<file path="config.mk">
export PLATFORM = sky130hd
export DESIGN_NAME = alu_uart_sequencer
export DESIGN_NICKNAME = d
export VERILOG_FILES = /design/src/rtl/alu_uart_sequencer.sv
export SDC_FILE = /design/constraint.sdc
export NUM_CORES = 1
export LEC_CHECK = 0
export BUFFER_PORTS_ARGS = -buffer_cell sky130_fd_sc_hd__clkbuf_2
export CAP_MARGIN = 5
export CORE_UTILIZATION = 25
export DETAILED_ROUTE_END_ITERATION = 7
export SYNTH_ARGS = -nofsm -noshare
export SYNTH_HDL_FRONTEND = slang
export SYNTH_SLANG_ARGS = --single-unit
</file>
<file path="constraint.sdc">
create_clock -name i_clock -period 4 [get_ports i_clock]
set_clock_uncertainty 0.2 [all_clocks]
set_input_delay 0.8 -clock i_clock [delete_from_list [all_inputs] [get_ports i_clock]]
set_output_delay 0.8 -clock i_clock [all_outputs]
set_load 0.05 [all_outputs]
</file>
<file path="src/rtl/alu_uart_sequencer.sv">
// Byte-stream front end for the ALU: collects A, B, opcode, executes, and hands the result to the UART TX (optional ALU_SEQ_TIMEOUT_EN inter-byte timeout).
// Latency: result captured one edge after the opcode byte; o_tx_start pulses on the following edge where i_tx_busy is low.
// Backpressure: waits in SEND for as long as i_tx_busy is high; rx bytes arriving during EXEC/SEND are dropped.
module alu_uart_sequencer #(
  parameter int NB_BITS        = 8,
  parameter int NB_OPE         = 6,
  parameter int TIMEOUT_CYCLES = 50000000
) (
  input  logic               i_clock,
  input  logic               i_reset,
  input  logic [NB_BITS-1:0] i_rx_data,
  input  logic               i_rx_valid,
  output logic [NB_BITS-1:0] o_tx_data,
  output logic               o_tx_start,
  input  logic               i_tx_busy,
  output logic [NB_BITS-1:0] o_dato_a,
  output logic [NB_BITS-1:0] o_dato_b,
  output logic [NB_OPE-1:0]  o_ope_sel,
  input  logic [NB_BITS-1:0] i_alu_result,
  output logic               o_busy
);

  typedef enum logic [2:0] {
    WAIT_A  = 3'd0,
    WAIT_B  = 3'd1,
    WAIT_OP = 3'd2,
    EXEC    = 3'd3,
    SEND    = 3'd4
  } state_t;

  state_t             state;
  logic [NB_BITS-1:0] result;

`ifdef ALU_SEQ_TIMEOUT_EN
  localparam int CNT_W = (TIMEOUT_CYCLES > 1) ? $clog2(TIMEOUT_CYCLES) : 1;
  localparam logic [CNT_W-1:0] CNT_LAST = CNT_W'(TIMEOUT_CYCLES - 1);
  logic [CNT_W-1:0] tmo_cnt;
`endif

  assign o_busy = (state != WAIT_A);

  always_ff @(posedge i_clock or posedge i_reset) begin
    if (i_reset) begin
      state      <= WAIT_A;
      o_dato_a   <= '0;
      o_dato_b   <= '0;
      o_ope_sel  <= '0;
      o_tx_data  <= '0;
      o_tx_start <= 1'b0;
      result     <= '0;
`ifdef ALU_SEQ_TIMEOUT_EN
      tmo_cnt    <= '0;
`endif
    end else begin
      o_tx_start <= 1'b0;
      case (state)
        WAIT_A: begin
`ifdef ALU_SEQ_TIMEOUT_EN
          tmo_cnt <= '0;
`endif
          if (i_rx_valid) begin
            o_dato_a <= i_rx_data;
            state    <= WAIT_B;
          end
        end
        WAIT_B: begin
          if (i_rx_valid) begin
            o_dato_b <= i_rx_data;
            state    <= WAIT_OP;
`ifdef ALU_SEQ_TIMEOUT_EN
            tmo_cnt  <= '0;
          end else if (tmo_cnt == CNT_LAST) begin
            tmo_cnt  <= '0;
            state    <= WAIT_A;
          end else begin
            tmo_cnt  <= tmo_cnt + 1'b1;
`endif
          end
        end
        WAIT_OP: begin
          if (i_rx_valid) begin
            // Only the low bits select the ALU operation; the rest of the byte is ignored.
            o_ope_sel <= i_rx_data[NB_OPE-1:0];
            state     <= EXEC;
`ifdef ALU_SEQ_TIMEOUT_EN
            tmo_cnt   <= '0;
          end else if (tmo_cnt == CNT_LAST) begin
            tmo_cnt   <= '0;
            state     <= WAIT_A;
          end else begin
            tmo_cnt   <= tmo_cnt + 1'b1;
`endif
          end
        end
        EXEC: begin
          // Operands have been stable for a full cycle, so the ALU output is settled.
          result <= i_alu_result;
          state  <= SEND;
        end
        SEND: begin
          if (!i_tx_busy) begin
            o_tx_data  <= result;
            o_tx_start <= 1'b1;
            state      <= WAIT_A;
          end
        end
        default: state <= WAIT_A;
      endcase
    end
  end

endmodule

</file>
Yosys cells after proc, flatten, opt, wreduce, memory -nomap -nowiden
Cells that the tools add are included.
- output and inout port bits: 32
- memories kept: 0
- bits in latches: 0
- register bits: 42
- ROM bits: 0
- logic and storage cells: 30
- bits in writable memories: 0
- shifts and indexed selects: 0
- $mul: 0
- add/subtract/negate cells: 0
- reduce and logical (&&, ||, !) cells: 7
- div/mod/pow operators: 0
- bitwise operators: 1
- eq/ne operators: 8
- mux-type cells: 7
- magnitude comparators: 0
- operator list (kind ; number):
    $pmux 3 s5 ; 1
    $mux 3 ; 4
    $ne 2x2->1 const B ; 4
    $reduce_and 2->1 ; 4
    $eq 3x2->1 const B ; 2
    $reduce_and 4->1 ; 1
    $eq 3x1->1 const B ; 1
    $eq 3x3->1 const B ; 1
    $logic_not 3->1 ; 1
    $reduce_bool 3->1 ; 1
    $mux 1 ; 2
    $not 1->1 ; 1

Longest topological paths before layout
- depth in word-level cells: 3
- gate-level depth with buffers: 4
- depth with buffers taken out: 2

Worst setup path after synthesis
Ideal clock, no wire load.
- path kind: register to output
- start point: reg state[2]
- end point: out o_busy
- path slack: 1.905 ns
- arrival: 1.095 ns
- required time: 3.000 ns
- cell stages (with the launch flop): 3
- path through: dfrtp_1 clkbuf_2 or3_1
- longest elaborated chain between the ends: 1
- ends and longest elaborated chain (item ; RTL line ; RTL):
    from (decl) ; 31 ; state_t state;
    from (signal assigned) ; 44 ; state <= WAIT_A;
    from (signal assigned) ; 63 ; state <= WAIT_B;
    from (signal assigned) ; 69 ; state <= WAIT_OP;
    $reduce_bool 3->1 ; 40 ; assign o_busy = (state != WAIT_A);
    to (decl) ; 20 ; output logic o_busy
Every way passes these cells.

Final worst setup path
- start point: reg state[1]
- end point: out o_busy
The elaborated chain is that of the path after synthesis.

==> summary.md <==
| Metric | Value |
|---|---|
| Fin nets | `174` |
| Post-CTS Hold Fix Bufs | `0` |
| Worst endpoint required time | `roughly 3.0 ns` |
| Area of the multi-input gates | `572 um^2` |
| Via/cell ratio | `4.37` |
| Clk sinks | `42` |
| DP Cell Count | `224` |
| Initial Utilization | `approximately 26%` |
| Ys Warns | `0` |
| Total global routing overflow | `0` |
| Met1 wire length | `~1500 um` |
| Worst-Margin Slew | `a little over 1 ns` |
| Drc violations | `0` |
| Final Hold Viols | `0` |
| Worst hold start | `result[1]` |
| Met3 wire len | `235 um` |
| Worst-case clock buffer depth | `2` |
| Final setup viols | `0` |
| Worst Setup End Kind | `output port` |
| Setup Fix Bufs, Post-CTS | `0` |
| Final Critical Period | `2.45 ns` |
| Number of synthesized register bits | `42` |
| Max layer used | `met4` |
| Total track usage | `9.38%` |
| Outcome | `complete, no violations` |
| Post-Syn Area | `1650 um^2` |
| Post-DP HPWL | `2170 um` |
| Diode count | `0` |
| DR iter-0 viols | `23` |
| Routed vias | `between 1,000 and 1,500` |
| Wirelength per Cell | `between 10 and 15 um` |
| Filler Cells Inserted | `662` |
| Crit Path Class | `reg -> out` |
| Synth-to-layout area growth | `25.0%` |
| Placer Congestion | `0.651` |
| Pin count of the biggest net entering global routing | `26` |
| Post-route ant nets | `0` |
| Post-synth cell types | `17` |
| First-pass GRT wire length | `between 5000 and 6000 um` |
| Worst Hold Class | `reg -> reg` |
| Final count of pins violating max slew | `0` |
| Register-to-Register Path Depth | `2` |
| Syn Area/Cell | `16.5 um^2` |
| Most frequent cells in the layout | `clkbuf_2, dfrtp_1, mux2_2` |
| Port-buffer cells | `around 50` |
| Synth Net Count | `120` |
| Cell count after synthesis | `100` |
| Drt total wl | `~3000 um` |
| RSZ-0062 raised after global routing | `false` |
| Rows | `29` |
| CTS tree | `built` |
| IO Pins | `52` |
| Initial antenna violation count | `0` |
| Crit path arrival time | `1.45 ns` |
| Worst-Skew Late Latency | `just under 0.3 ns` |
| Worst r2r src | `state[0]` |
| Post-synthesis sequential area ratio | `around 64%` |
| Vias in the first global route | `1,018` |
| Max_cap viols | `0` |
| Total CTS buffers | `5` |
| Hold path depth | `1` |
| Clock transition at the registers of the reported paths | `0.08 ns` |
| CTS H-tree lvls | `2` |
| Root buf cell | `clkbuf_8` |
| Critical path launch point type | `flip-flop` |
| Crit path launch | `state[1]` |
| Fmax achieved | `approximately 410 MHz` |
| Final Cycle Share | `61.3%` |
| Die area | `approximately 6900 um^2` |
| Met2 routed WL | `1300 um` |
| Core area | `6390 um^2` |
| Critical path fanouts, max | `10` |
| Slew margin rel. | `30.8%` |
| Fin cells | `230` |
| Die height | `83.3 um` |
| FF+latch area | `1050 um^2` |
| Drt pass-1 iters | `3` |
| Most common cell after layout, fill and taps aside | `clkbuf_2` |
| CTS resizes | `0` |
| Layout cells sized above 1 | `66.0%` |
| Die X | `83.3 um` |
| Setup TNS | `0 ns` |
==> worst max-delay path, stage by stage (launching register included) <==
cell	delay (ns)
dfrtp_1	0.52
or3_1	0.40
clkbuf_2	0.24
==> flip-flops by register name, indices dropped and copies added, names as in the netlist <==
signal and flops:
o_tx_data 8, o_ope_sel 6, o_dato_a 8, result 8, state 3, o_tx_start 1, o_dato_b 8
==> synthesized netlist by cell type <==
library cell / count / area (um^2)
a21oi_1: 2 / 10.0
and4bb_2: 1 / 12.5
buf_2: 2 / 10.0
buf_4: 1 / 7.51
buf_6: 1 / 11.3
clkbuf_2: 1 / 5.00
dfrtp_1: 42 / 1050
inv_1: 1 / 3.75
mux2_2: 38 / 428
nand2_1: 1 / 3.75
nand2b_1: 2 / 12.5
nand3b_1: 2 / 15.0
nand4bb_1: 1 / 11.3
nor4b_4: 2 / 47.6
nor4bb_1: 1 / 10.0
or3_1: 1 / 6.26
or3b_2: 1 / 8.76
==> per-stage QoR <==
step	setup slack, ns	util, %	area (um^2)	hold slack, ns
global route	1.47	32.4	2070	0.318
floorplan	1.91	-	1650	0.274
detailed placement	1.35	31.1	1990	0.290
finish	1.55	32.4	2070	0.303
CTS	1.53	32.4	2070	0.308
global placement	1.53	31.1	1990	0.285
==> routing by layer <==
layer  vias up  global-route usage (%)
met5         -                       0
met4         0                    2.82
met3         5                    4.08
met2        43                    13.4
met1       497                    12.8
li1        459                       -
==> kinds of logic after synthesis <==
| family | synth area share [%] |
|---|---|
| flops | 63.5 |
| mux | 25.9 |
| simple gates | 7.72 |
| buf+inv | 2.27 |
| compound gates | 0.605 |
==> worst paths after layout <==
kind	to	slack, ns
max	o_busy	1.55
min	o_tx_data[1]	0.30
max reg2reg	o_dato_b[2]	1.72
min reg2reg	o_tx_data[1]	0.30
max in group asynchronous	o_dato_b[3]	2.40
min in group asynchronous	o_tx_start	0.40
==> area by class of cell <==
type	instances	share of cell area, %
timing repair buffer	52	12.7
inverter	1	0.181
multi-input combinational	52	27.6
clock buffer	6	3.99
sequential	42	50.8
tap	77	4.66
Power is not shown: default switching activity piles up to over one toggle a cycle in this logic, so the estimate is an artifact.
